[config.mk]
export PLATFORM = sky130hd
export DESIGN_NAME = pipeline_control_unit
export DESIGN_NICKNAME = d
export VERILOG_FILES = /design/src/rtl/pipeline_control_unit.sv
export SDC_FILE = /design/constraint.sdc
export NUM_CORES = 1
export LEC_CHECK = 0
export ABC_CLOCK_PERIOD_IN_PS = 1530
export BUFFER_PORTS_ARGS = -buffer_cell sky130_fd_sc_hd__buf_2
export CORE_MARGIN = 5
export CORE_UTILIZATION = 32
export CTS_CLUSTER_SIZE = 24
export DETAILED_ROUTE_END_ITERATION = 10
export HOLD_SLACK_MARGIN = 0.06
export PLACE_DENSITY = 0.64
export SYNTH_ARGS = -nofsm -noshare
export SYNTH_HDL_FRONTEND = slang
export SYNTH_SLANG_ARGS = --single-unit
[constraint.sdc]
create_clock -name i_clk -period 1.53 [get_ports i_clk]
set_input_delay 0.0765 -clock i_clk [delete_from_list [all_inputs] [get_ports i_clk]]
set_output_delay 0.0765 -clock i_clk [all_outputs]
set_load 0.005 [all_outputs]
[src/rtl/pipeline_control_unit.sv]
// pipeline_control_unit: stall/flush sequencer for the 5-stage RV32I pipeline.
// Merges the ID hazard stall, the EX redirect and LSU busy into per-stage
// enables/flushes, sequences the post-redirect fetch bubble and runs a
// memory watchdog. Optional performance counters: define PIPE_PERF_CNT_EN.
module pipeline_control_unit #(
  parameter int unsigned FLUSH_CYCLES = 1,
  parameter int unsigned MEM_TIMEOUT  = 255,
  parameter int unsigned PERF_W       = 32
) (
  input  logic              i_clk,
  input  logic              i_rst,
  input  logic              i_stall_from_ID,
  input  logic              i_redirect_EX,
  input  logic              i_mem_busy,
  output logic              o_pc_en,
  output logic              o_if_id_en,
  output logic              o_if_id_flush,
  output logic              o_id_ex_en,
  output logic              o_id_ex_flush,
  output logic              o_ex_mem_en,
  output logic              o_mem_wb_en,
  output logic              o_mem_timeout,
  output logic [PERF_W-1:0] o_stall_cycles,
  output logic [PERF_W-1:0] o_busy_cycles,
  output logic [PERF_W-1:0] o_flush_events
);

  localparam int unsigned     TO_W       = (MEM_TIMEOUT < 2) ? 1 : $clog2(MEM_TIMEOUT + 1);
  localparam logic [TO_W-1:0] TO_LAST    = TO_W'((MEM_TIMEOUT == 0) ? 0 : MEM_TIMEOUT - 1);
  localparam logic [2:0]      FLUSH_INIT = 3'(FLUSH_CYCLES);
  localparam bit              WD_EN      = (MEM_TIMEOUT != 0);

  typedef enum logic [1:0] {
    ST_RUN      = 2'd0,
    ST_FLUSH    = 2'd1,
    ST_MEM_WAIT = 2'd2
  } state_t;

  state_t          state, state_nxt;
  state_t          ret_state, ret_state_nxt;
  state_t          eff_state;
  logic [2:0]      flush_cnt, flush_cnt_nxt;
  logic [TO_W-1:0] to_cnt;

  // While frozen, the sequence resumes from the state that was interrupted
  assign eff_state = (state == ST_MEM_WAIT) ? ret_state : state;

  // State register and redirect bubble counter
  always_ff @(posedge i_clk) begin
    if (i_rst) begin
      state     <= ST_RUN;
      ret_state <= ST_RUN;
      flush_cnt <= 3'd0;
    end else begin
      state     <= state_nxt;
      ret_state <= ret_state_nxt;
      flush_cnt <= flush_cnt_nxt;
    end
  end

  // Next-state and zero-latency stage controls, in priority order
  always_comb begin
    state_nxt      = state;
    ret_state_nxt  = ret_state;
    flush_cnt_nxt  = flush_cnt;
    o_pc_en        = 1'b1;
    o_if_id_en     = 1'b1;
    o_if_id_flush  = 1'b0;
    o_id_ex_en     = 1'b1;
    o_id_ex_flush  = 1'b0;
    o_ex_mem_en    = 1'b1;
    o_mem_wb_en    = 1'b1;

    if (i_rst) begin
      o_pc_en       = 1'b0;
      o_if_id_en    = 1'b0;
      o_id_ex_en    = 1'b0;
      o_ex_mem_en   = 1'b0;
      o_mem_wb_en   = 1'b0;
      o_if_id_flush = 1'b1;
      o_id_ex_flush = 1'b1;
      state_nxt     = ST_RUN;
    end else if (i_mem_busy) begin
      o_pc_en     = 1'b0;
      o_if_id_en  = 1'b0;
      o_id_ex_en  = 1'b0;
      o_ex_mem_en = 1'b0;
      o_mem_wb_en = 1'b0;
      if (state != ST_MEM_WAIT) begin
        ret_state_nxt = state;
        state_nxt     = ST_MEM_WAIT;
      end
    end else if (i_redirect_EX) begin
      o_if_id_flush = 1'b1;
      o_id_ex_flush = 1'b1;
      flush_cnt_nxt = FLUSH_INIT;
      state_nxt     = (FLUSH_CYCLES != 0) ? ST_FLUSH : ST_RUN;
    end else if (eff_state == ST_FLUSH) begin
      o_if_id_flush = 1'b1;
      flush_cnt_nxt = flush_cnt - 3'd1;
      state_nxt     = (flush_cnt <= 3'd1) ? ST_RUN : ST_FLUSH;
    end else if (i_stall_from_ID) begin
      o_pc_en       = 1'b0;
      o_if_id_en    = 1'b0;
      o_id_ex_flush = 1'b1;
      state_nxt     = ST_RUN;
    end else begin
      state_nxt = ST_RUN;
    end
  end

  // Watchdog: counts consecutive busy cycles, flags a hung access (sticky)
  always_ff @(posedge i_clk) begin
    if (i_rst) begin
      to_cnt        <= '0;
      o_mem_timeout <= 1'b0;
    end else if (!i_mem_busy) begin
      to_cnt <= '0;
    end else begin
      if (to_cnt != {TO_W{1'b1}}) to_cnt <= to_cnt + TO_W'(1);
      if (WD_EN && (to_cnt == TO_LAST)) o_mem_timeout <= 1'b1;
    end
  end

`ifdef PIPE_PERF_CNT_EN
  logic perf_stall, perf_busy, perf_redir;

  assign perf_busy  = !i_rst && i_mem_busy;
  assign perf_redir = !i_rst && !i_mem_busy && i_redirect_EX;
  assign perf_stall = !i_rst && !i_mem_busy && !i_redirect_EX &&
                      (eff_state != ST_FLUSH) && i_stall_from_ID;

  // Saturating event counters
  always_ff @(posedge i_clk) begin
    if (i_rst) begin
      o_stall_cycles <= '0;
      o_busy_cycles  <= '0;
      o_flush_events <= '0;
    end else begin
      if (perf_stall && (o_stall_cycles != {PERF_W{1'b1}}))
        o_stall_cycles <= o_stall_cycles + PERF_W'(1);
      if (perf_busy && (o_busy_cycles != {PERF_W{1'b1}}))
        o_busy_cycles <= o_busy_cycles + PERF_W'(1);
      if (perf_redir && (o_flush_events != {PERF_W{1'b1}}))
        o_flush_events <= o_flush_events + PERF_W'(1);
    end
  end
`else
  assign o_stall_cycles = '0;
  assign o_busy_cycles  = '0;
  assign o_flush_events = '0;
`endif

endmodule
Word level (Yosys, flattened, before mapping)
Index checks and enable logic that the tools add are counted.
{ "totals": {"reg_bits": 16, "in_bits": 5, "out_inout_bits": 104, "elab_cells": 44} }
{ "op_classes": {"addsub": 2, "n_lt_le_gt_ge": 1, "eq_ne": 6, "n_mux": 24, "bitwise": 1, "n_reduce_logical": 5} }
{ "ops": {"columns": ["operator", "n"], "rows": [
  ["1-bit two-way mux", 19],
  ["8-bit by 1-bit adder with 8-bit output, second input constant", 1],
  ["8-bit equality test, second input constant", 1],
  ["8-bit inequality test, second input constant", 1],
  ["2-bit two-way mux", 3],
  ["3-bit two-way mux", 2],
  ["2-bit AND reduction", 3],
  ["3-bit by 1-bit <= comparator with 1-bit output, second input constant", 1],
  ["3-bit by 1-bit subtractor with 3-bit output, second input constant", 1],
  ["2-bit by 1-bit equality test with 1-bit output, second input constant", 1],
  ["2-bit equality test, second input constant", 1],
  ["2-bit by 1-bit inequality test with 1-bit output, second input constant", 1],
  ["2-bit inequality test, second input constant", 1],
  ["2-bit nonzero test", 1],
  ["2-bit OR reduction", 1],
  ["1-bit inverter", 1]
]} }

Logic depth before layout (Yosys ltp)
Gate-level depths: netlist of the first run.
{ "depth": {"word_depth": 7, "ltp_mapped": 6, "depth_no_buf": 5} }

Worst setup path after synthesis of the first run
OpenSTA, ideal clock, no wires.
{ "synth_timing": {"path_kind": "reg-to-reg", "start": "register flush_cnt[0]", "end": "register flush_cnt[2]", "setup_ps": 70, "arrival_time_ps": 1221, "path_slack_ps": 239, "stages_incl_launch_ff": 6, "path_buffers": 0, "period_less_slack_ps": 1291, "cell_sequence": "dfxtp_1 -> inv_1 -> ha_1 -> or3b_2 -> o311a_1 -> a21oi_1"} }
{ "synth_via": {"elab_chain_cells": 3} }
{ "synth_lines": {"columns": ["element", "line_no", "source"], "rows": [
  ["start, declared", "42", "logic [2:0] flush_cnt, flush_cnt_nxt;"],
  ["start signal, assigned", "57", "flush_cnt <= flush_cnt_nxt;"],
  ["3-bit by 1-bit subtractor with 3-bit output", "100", "flush_cnt_nxt = flush_cnt - 3'd1;"],
  ["3-bit two-way mux", "98", "end else if (eff_state == ST_FLUSH) begin"],
  ["3-bit two-way mux", "93", "end else if (i_redirect_EX) begin"]
]} }
Every way passes these cells. The select of a mux whose other input is x is not followed.
A chain may end at the register's enable or synchronous reset.

Worst setup path after layout of the first run
{ "layout_timing": {"start": "register state[0]", "end": "output port o_if_id_flush"} }
{ "layout_via": {"elab_chain_cells": 7} }
{ "layout_lines": {"columns": ["element", "line_no", "source"], "rows": [
  ["start, declared", "39", "state_t state, state_nxt;"],
  ["start signal, assigned", "55", "state <= state_nxt;"],
  ["2-bit equality test", "46", "assign eff_state = (state == ST_MEM_WAIT) ? ret_state : state;"],
  ["2-bit two-way mux (*)", "46", null],
  ["2-bit by 1-bit equality test with 1-bit output (*)", "98", null],
  ["1-bit two-way mux (*)", "98", null],
  ["1-bit two-way mux (*)", "93", null],
  ["1-bit two-way mux (*)", "83", "end else if (i_mem_busy) begin"],
  ["1-bit two-way mux (*)", "74", "if (i_rst) begin"],
  ["end, declared", "17", "output logic o_if_id_flush,"]
]} }
Mark *: on every way between the ends. The rest lies on a longest branch, timed or not.

==> flow_summary.toml, run 1 <==
[critical_path]
worst-r2r-setup-slack_ps = 170
critical-path-top-delay-family = "simple AND/OR/NAND/NOR gates"
start_kind = "flip-flop"
cp_cell_sequence = "nand4bb_1, a31oi_4, or2_2, buf_2"
cp.arrival_ps = 1370
worstSetupEndpointType = "output port"
worstPathBufferInverterCount = 1
cp_max_fo = 6
crit_required_ps = 1450
cp_num_cells = 4
critPathSlowestCell = "dfxtp_1"
worstRegToRegCells = 4
max_stage_delay_ps = 390
crit_type = "reg -> out"

[floorplanning]
start_util = 0.329
die_h_um = 79.4
core_area_um2 = 4690
fp.dieW_um = 79.4
rows = 25
ios = 109
die_area_um2 = 6310

[grt]
overflow = 0
antenna_found_initial = 0
grt_usage = 0.0636
grt_pass1_wl_um = 3330
first_global_vias = 782
grt_max_degree = 12

[synthesis]
synth_compound_area_frac = 0.121
synthXorXnorAreaFrac = 0.00568
seq_area_frac_synth = 0.208
synthMuxAreaShare = 0
synth_seq_cells = 16
async_flop_share = 0
synth_edf_count = 0
ys_types = 39
synthAdderAreaFrac = 0.0243
syn_inst = 191
synth_warnings = 0
synth-simple-area-share = 0.134
avgSynthCellArea_um2 = 8.08
synth_top_family_by_area = "buffers and inverters"
synth_area_leaders = "buf_4 48%, dfxtp_1 21%, a31oi_1 2.4%"
syn-cell-area_um2 = 1540
yosys.area.top_type = "buf_4"
ys.flop_type = "dfxtp_1"
synth_top_area_frac = 0.482

[drt]
wl_um = 2400
drc = 0
firstDrtPassIters = 4
drtAntennaViolNets = 0
wl_per_cell_um = 9.41
vias = 964
drt_iter0_drc = 30
via_per_inst = 3.78

[timing]
finalCritPeriodShare = 0.947
rsz0062_at_grt = "true"
hold_viol_final = 0
setup_slack_ps = 80.8
skew_ps = 1.36
period_minus_slack_ps = 1450
fmax_mhz = 690
setup_violations = 0
drv_slew = 0

[placed_design]
place_inst = 251
post-place-ws_ps = 165
place_congestion = 0.775
hpwl_um = 1960
postPlaceCellArea_um2 = 1270
numPortBuffers = 12

[final_layout]
num_antenna_cells = 0
area_delta_synth_final_pct = -12.8
nFillCells = 538
layoutNonFillerInstCount = 255
drive_gt1_frac = 0.104
nets = 210
post-route-cell-area_um2 = 1350

[power_and_ir_drop]
power_density_nw_per_um2 = 701
vdd_ir_drop_max_v = 0.000471
finalPower_w = 0.000944
total_leakage_power_nw = 0.684

[clock_tree]
numCtsBuffers = 3
cts_tree = "done"
clk_path_buf_depth = 2
cts_setup_buffers = 0
clkTransAtPathRegs_ps = 60
cts.sinks = 16
clkLatencyLatePin_ps = 250
htree_levels = 1
cts_root_buffer = "clkbuf_8"

[hold_path]
hp-class = "in -> reg"
holdPathStages = 2

[status]
outcome = "complete, no violations"

[flow_run]
cap_violations = 0
state kept, by name, indices dropped and copies added (netlist names):
name and cells:
ret_state 2, flush_cnt 3, to_cnt 8, state 2
o_mem_timeout 1
final cells by class:
class                      instances  area, um2  area share
tap                               54       67.6      0.0502
multi-input combinational        162        816       0.607
inverter                           7       26.3      0.0195
clock buffer                       4       55.1      0.0409
timing repair buffer              12       60.1      0.0447
sequential                        16        320       0.238
repair_timing:
| item | 4_1_cts | 5_1_grt |
|---|---|---|
| resized for setup | 0 | 3 |
| endpoints found under the setup margin | 0 | 2 |
| hold buffers | 0 | 0 |
path summary, 6_finish.rpt:
check | endpoint | startpoint
worst min-delay path | flush_cnt[2] | i_rst
worst min register to register | o_mem_timeout | o_mem_timeout
worst max-delay path | o_if_id_flush | state[0]
worst max register to register | to_cnt[1] | to_cnt[1]
per-layer routing:
metal / up-vias / share of wire / global-route usage / wire length [um]
li1: 466 / - / - / -
met1: 445 / 0.36 / 0.0674 / 861
met2: 53 / 0.52 / 0.122 / 1260
met3: 0 / 0.12 / 0.0282 / 281
met4: 0 / 0 / 0 / 0
met5: - / 0 / 0 / 0
placed cells by master (no fill, tap or decap), types with 2 or more instances in the layout:
cell / count
nand2b_1: 2
a31oi_1: 5
nor3_1: 4
inv_1: 7
o21ai_0: 4
clkbuf_8: 4
nand3_1: 4
nor2_1: 4
nand4_1: 2
and4_1: 2
nand2_1: 5
o311a_1: 2
ha_1: 3
buf_2: 12
conb_1: 96
dfxtp_1: 16
a21oi_1: 5
o211ai_1: 2
cells by family after synthesis:
family          count (synthesis)
compound gates                 28
xor+xnor                        1
fa+ha+maj                       3
buf+inv                       108
flops                          16
other cells                     1
simple gates                   34
report_power, final:
| part | total (W) | internal, W | switching [W] |
|---|---|---|---|
| registers | 0.000435 | 0.000426 | 0.00000932 |
| logic | 0.000130 | 0.0000318 | 0.0000986 |
| clock network | 0.000378 | 0.000228 | 0.000149 |
| total | 0.000944 | 0.000686 | 0.000257 |
synth_stat cells (2+ instances only):
cell	count
nand2b_1	2
a21oi_1	5
inv_1	7
buf_4	99
o211ai_1	2
o21ai_0	4
and3_1	2
o311a_1	2
and4_1	2
ha_1	3
nor3_1	4
nand3_1	4
dfxtp_1	16
nand4_1	2
nand2_1	5
a31oi_1	6
nor2_1	4
per-stage QoR:
stage          hold slack [ps]  TNS, ps   util
5_1_grt                    106    -7.60  0.287
6_report                  88.5        0  0.287
4_1_cts                   87.2        0  0.283
3_3_place_gp               355        0  0.271
2_1_floorplan              255        0      -
3_5_place_dp               358        0  0.271
Note: power is estimated with default switching activity, not from simulation.
==> run 2, diff against run 1 <==
CELL_PAD_IN_SITES_DETAIL_PLACEMENT = 1   (was unset)
CELL_PAD_IN_SITES_GLOBAL_PLACEMENT = 1   (was unset)
CORE_UTILIZATION = 28   (was 32)
PLACE_DENSITY = 0.8   (was 0.64)
==> run 2 against run 1 <==
Worst setup slack gained 13 ps. Via count rose by 3.1%. Critical path depth stayed put. Cell count increased by 7.1%. Register-to-register slack worse by 40 ps. Largest cell class unchanged. Largest power group unchanged. Clock-buffer cell count unchanged. Non-clock buffer count unchanged. Power up 0.21%. Worst hold slack better by 17 ps. Fmax rose by 0.91%. Critical endpoint unchanged.
==> flow_summary.toml, run 2 (synthesis results as in run 1) <==
[drt]
drc = 0
wl_per_cell_um = 10.4
vias = 994
drtAntennaViolNets = 0
via_per_inst = 3.64
drt_iter0_drc = 37
wl_um = 2840
firstDrtPassIters = 4

[placed_design]
numPortBuffers = 12
hpwl_um = 2320
place_congestion = 0.868

[final_layout]
nFillCells = 717
largest_register_ffs = 8
top_regs = "to_cnt: 8 flops, flush_cnt: 3 flops"
num_antenna_cells = 0
nets = 210
top_register = "to_cnt"
drive_gt1_frac = 0.104
layout_commonest_cell = "conb_1"
area_delta_synth_final_pct = -11.4
final_cell_mix = "96 x conb_1, 15 x dfxtp_1, 12 x buf_2"

[grt]
grt_usage = 0.0754
antenna_found_initial = 0
overflow = 0
first_global_vias = 1011
grt_max_degree = 12
grt_pass1_wl_um = 4480

[clock_tree]
cts_tree = "done"
htree_levels = 1
cts_root_buffer = "clkbuf_8"
clkLatencyLatePin_ps = 250
numCtsBuffers = 3
cts.sinks = 16
clkTransAtPathRegs_ps = 60
clk_path_buf_depth = 2

[hold_path]
min_to = "flush_cnt[2]"
worstHoldStart = "i_rst"
holdPathStages = 2
hp-class = "in -> reg"

[floorplanning]
die_area_um2 = 7090
die_h_um = 84.2
fp.dieW_um = 84.2
rows = 27
ios = 109
core_area_um2 = 5440
start_util = 0.284

[power_and_ir_drop]
total_leakage_power_nw = 0.685
finalPower_w = 0.000945
power_density_nw_per_um2 = 691
vdd_ir_drop_max_v = 0.000209

[critical_path]
rr_startpoint = "to_cnt[0]"
crit_required_ps = 1450
worstSetupEndpointType = "output port"
worstRegToRegCells = 4
worst-r2r-setup-slack_ps = 130
crit_type = "reg -> out"
cp.arrival_ps = 1360
r2r_end = "to_cnt[1]"
start_kind = "flip-flop"
cp_max_fo = 6

[timing]
finalSetupTns_ps = 0
setup_violations = 0
rsz0062_at_grt = "false"
hold_viol_final = 0
timing.hold.ws_ps = 106
skew_ps = 2.58
period_minus_slack_ps = 1440
finalCritPeriodShare = 0.939
drv_slew = 0
fmax_mhz = 696

[status]
outcome = "complete, no violations"

[flow_run]
cap_violations = 0
-- run 2: metal layers --
metal	track usage	part of all wire	vias to the layer above
met2	0.140	0.53	48
met5	0	0	-
met4	0.0307	0.0063	0
li1	-	-	467
met1	0.0822	0.38	477
met3	0.0167	0.083	2
-- run 2: report_power, final --
part	switching, W	internal, W	total, W
Combinational	0.000103	0.0000319	0.000134
Clock	0.000146	0.000228	0.000375
Sequential	0.0000102	0.000426	0.000436
Total	0.000259	0.000686	0.000945
-- run 2: cell type report --
cell class | instances | area (um2) | share of cell area
clock buffer | 4 | 55.1 | 0.0403
multi-input combinational | 162 | 815 | 0.596
inverter | 7 | 26.3 | 0.0192
sequential | 16 | 322 | 0.235
tap | 72 | 90.1 | 0.0659
timing repair buffer | 12 | 60.1 | 0.0439
-- run 2: worst max-delay path by stage --
stage	from	endpoint	slack, ps	cells past startpoint
after CTS	state[0]	o_if_id_flush	20	4
final	state[0]	o_if_id_flush	90	4
after detailed placement	flush_cnt[0]	flush_cnt[2]	170	5
after global routing	state[0]	o_if_id_flush	10	4
after global placement	flush_cnt[0]	flush_cnt[2]	190	5
after floorplan	flush_cnt[0]	flush_cnt[2]	240	5
-- run 2: critical path, stage by stage (launching register included) --
cell       delay, ps
dfxtp_2          370
nand4bb_1        220
a31oi_4          120
or2_2            280
buf_2            130
-- run 2: per-stage QoR --
stage,setup slack (ps),util,cells,instance area (um2)
final,93.9,0.251,273,1370
after global routing,10.6,0.251,273,1370
after CTS,22.4,0.250,273,1360
after detailed placement,166,0.238,269,1300
after global placement,189,0.238,269,1300
after floorplan,239,-,286,1900
-- run 2: repair_timing --
action,CTS,global route
setup buffers,0,0
setup endpoints to repair,1,1
hold buffers,0,0
gates cloned,0,0
endpoints found under the hold margin,0,0
gates resized for setup,1,2
==> run 3, diff against run 2 <==
SETUP_SLACK_MARGIN = 0.5   (was unset)
==> run 3 against run 2 <==
Worst hold slack better by 26 ps. Via count increased by 10%. Combinational power grew 37%. Flip-flop and latch count unchanged. First-iteration DRC count is 35% higher. Die area did not move. Clock power rose by 3%. Wire length grew 33%. Sequential share of layout area is 2.7 points lower. Critical endpoint is now flush_cnt[1]. Clock-buffer cell count unchanged. Power is 5.9% higher. Sequential power down 1%.
==> flow_summary.toml, run 3 (synthesis results as in run 1) <==
[status]
outcome = "complete, no violations"

[power_and_ir_drop]
sequentialPowerShare = 0.430
combPwrFrac = 0.184
p_clk_frac = 0.386
p_switching_w = 0.000293
p_sw_frac = 0.293
power_density_nw_per_um2 = 588
total_leakage_power_nw = 0.824
vdd_ir_drop_max_v = 0.000220
internal_power_w = 0.000708

[final_layout]
top_register = "to_cnt"
fin_util = 0.313
seqCellArea_um2 = 354
area_delta_synth_final_pct = 10.5
nFillCells = 676
largest_register_ffs = 8
nets = 228
num_antenna_cells = 0
layout_commonest_cell = "conb_1"
multiInputGateArea_um2 = 961
top_regs = "to_cnt: 8 flops, flush_cnt: 3 flops"
final_cell_mix = "96 x conb_1, 12 x buf_2, 12 x buf_4"
drive_gt1_frac = 0.347

[critical_path]
crit_top_cell = "buf_4"
max_stage_delay_ps = 370
critPathSlowestCell = "dfxtp_4"
crit_required_ps = 1670
cp_cell_sequence = "buf_4, buf_6, and4bb_4, buf_4, o21ai_1, o31ai_2"
crit_type = "reg -> reg"
cp.arrival_ps = 1520
start_kind = "flip-flop"
cp_max_fo = 4
worstSetupEndpointType = "flip-flop"

[clock_tree]
htree_levels = 1
cts.sinks = 16
clkLatencyLatePin_ps = 260
cts_tree = "done"
numCtsBuffers = 3
cts_root_buffer = "clkbuf_8"
clk_path_buf_depth = 2
clkTransAtPathRegs_ps = 70
ctsHoldBuffers = 0

[grt]
grt.met3_usage = 0.0177
grt_util_met1 = 0.103
use_met2 = 0.161
antenna_found_initial = 0
grt_max_degree = 12
grt_pass1_wl_um = 5210
globalRoute.busiestLayer = "met2"
overflow = 0
grt_usage = 0.0920
first_global_vias = 1041

[timing]
setup_slack_ps = 147
hold_viol_final = 0
drv_slew = 0
setup_violations = 0
finalSetupTns_ps = 0
timing.hold.ws_ps = 132
rsz0062_at_grt = "true"
skew_ps = 5.71
finalCritPeriodShare = 0.904
period_minus_slack_ps = 1380
fmax_mhz = 723

[drt]
wl_um = 3770
via_per_inst = 3.77
drc = 0
drtAntennaViolNets = 0
wl_per_cell_um = 12.9
drt_iter0_drc = 50
firstDrtPassIters = 3
vias = 1096

[floorplanning]
fp.dieW_um = 84.2
ios = 109
rows = 27
die_area_um2 = 7090
die_h_um = 84.2
start_util = 0.284
core_area_um2 = 5440

[placed_design]
place_congestion = 0.801
numPortBuffers = 12
hpwl_um = 2420
post-place-ws_ps = 275

[hold_path]
hp-class = "in -> reg"

[flow_run]
cap_violations = 0
## run 3: changes by cell type in the layout (fill, tap and decap cells not counted), moves of 3 or more
cell	before	now
inv_1	7	4
dfxtp_1	15	3
ha_1	3	0
a21oi_2	0	4
a21oi_1	5	1
buf_6	0	6
inv_2	0	3
o21ai_0	4	1
ha_4	0	3
dfxtp_4	0	7
dfxtp_2	1	6
buf_4	0	12
## run 3: power by group through the flow
stage	clock [W]	combinational [W]	sequential, W
5_1_grt	0.000418	0.000208	0.000432
2_1_floorplan	0	0.000282	0.000442
4_1_cts	0.000387	0.000147	0.000432
3_3_place_gp	0	0.000125	0.000444
6_report	0.000387	0.000184	0.000431
3_5_place_dp	0	0.000128	0.000445
## run 3: layout make-up
| class | instances | share of cell area |
|---|---|---|
| Tap cell | 72 | 0.0529 |
| Multi-Input combinational cell | 162 | 0.564 |
| Inverter | 7 | 0.0154 |
| Clock buffer | 4 | 0.0323 |
| Timing Repair Buffer | 30 | 0.128 |
| Sequential cell | 16 | 0.208 |
## run 3: repair_timing
item	CTS	global route
endpoints found under the setup margin	17	17
buffers inserted	7	11
pin swaps	17	12
gates resized for setup	28	17
cloned	0	0
## run 3: final timing paths
kind | start | endpoint | slack (ps) | cells past startpoint
max | state[1] | flush_cnt[1] | 150 | 6
min | i_rst | flush_cnt[2] | 130 | 2
max reg2reg | state[1] | flush_cnt[1] | 150 | 6
min reg2reg | o_mem_timeout | o_mem_timeout | 500 | 2
## run 3: worst max-delay path: cells and delay by family, from the launching register on
family / cells / cell delay [ps]
buffers and inverters: 3 / 390
flip-flops: 1 / 370
AO/OA/AOI/OAI: 2 / 280
AND/OR/NAND/NOR: 1 / 220
## run 3: per-stage QoR
| step | power (W) | area, um2 | instances |
|---|---|---|---|
| 2_1_floorplan | 0.000724 | 1970 | 286 |
| 3_3_place_gp | 0.000569 | 1360 | 269 |
| 3_5_place_dp | 0.000573 | 1360 | 269 |
| 4_1_cts | 0.000965 | 1570 | 280 |
| 5_1_grt | 0.00106 | 1700 | 291 |
| 6_report | 0.00100 | 1700 | 291 |
## run 3: per-layer routing
layer / routed length, um / vias up
met1: 1380 / 533
met3: 223 / 7
met4: 99 / 0
met2: 2060 / 51
li1: - / 505
met5: 0 / -
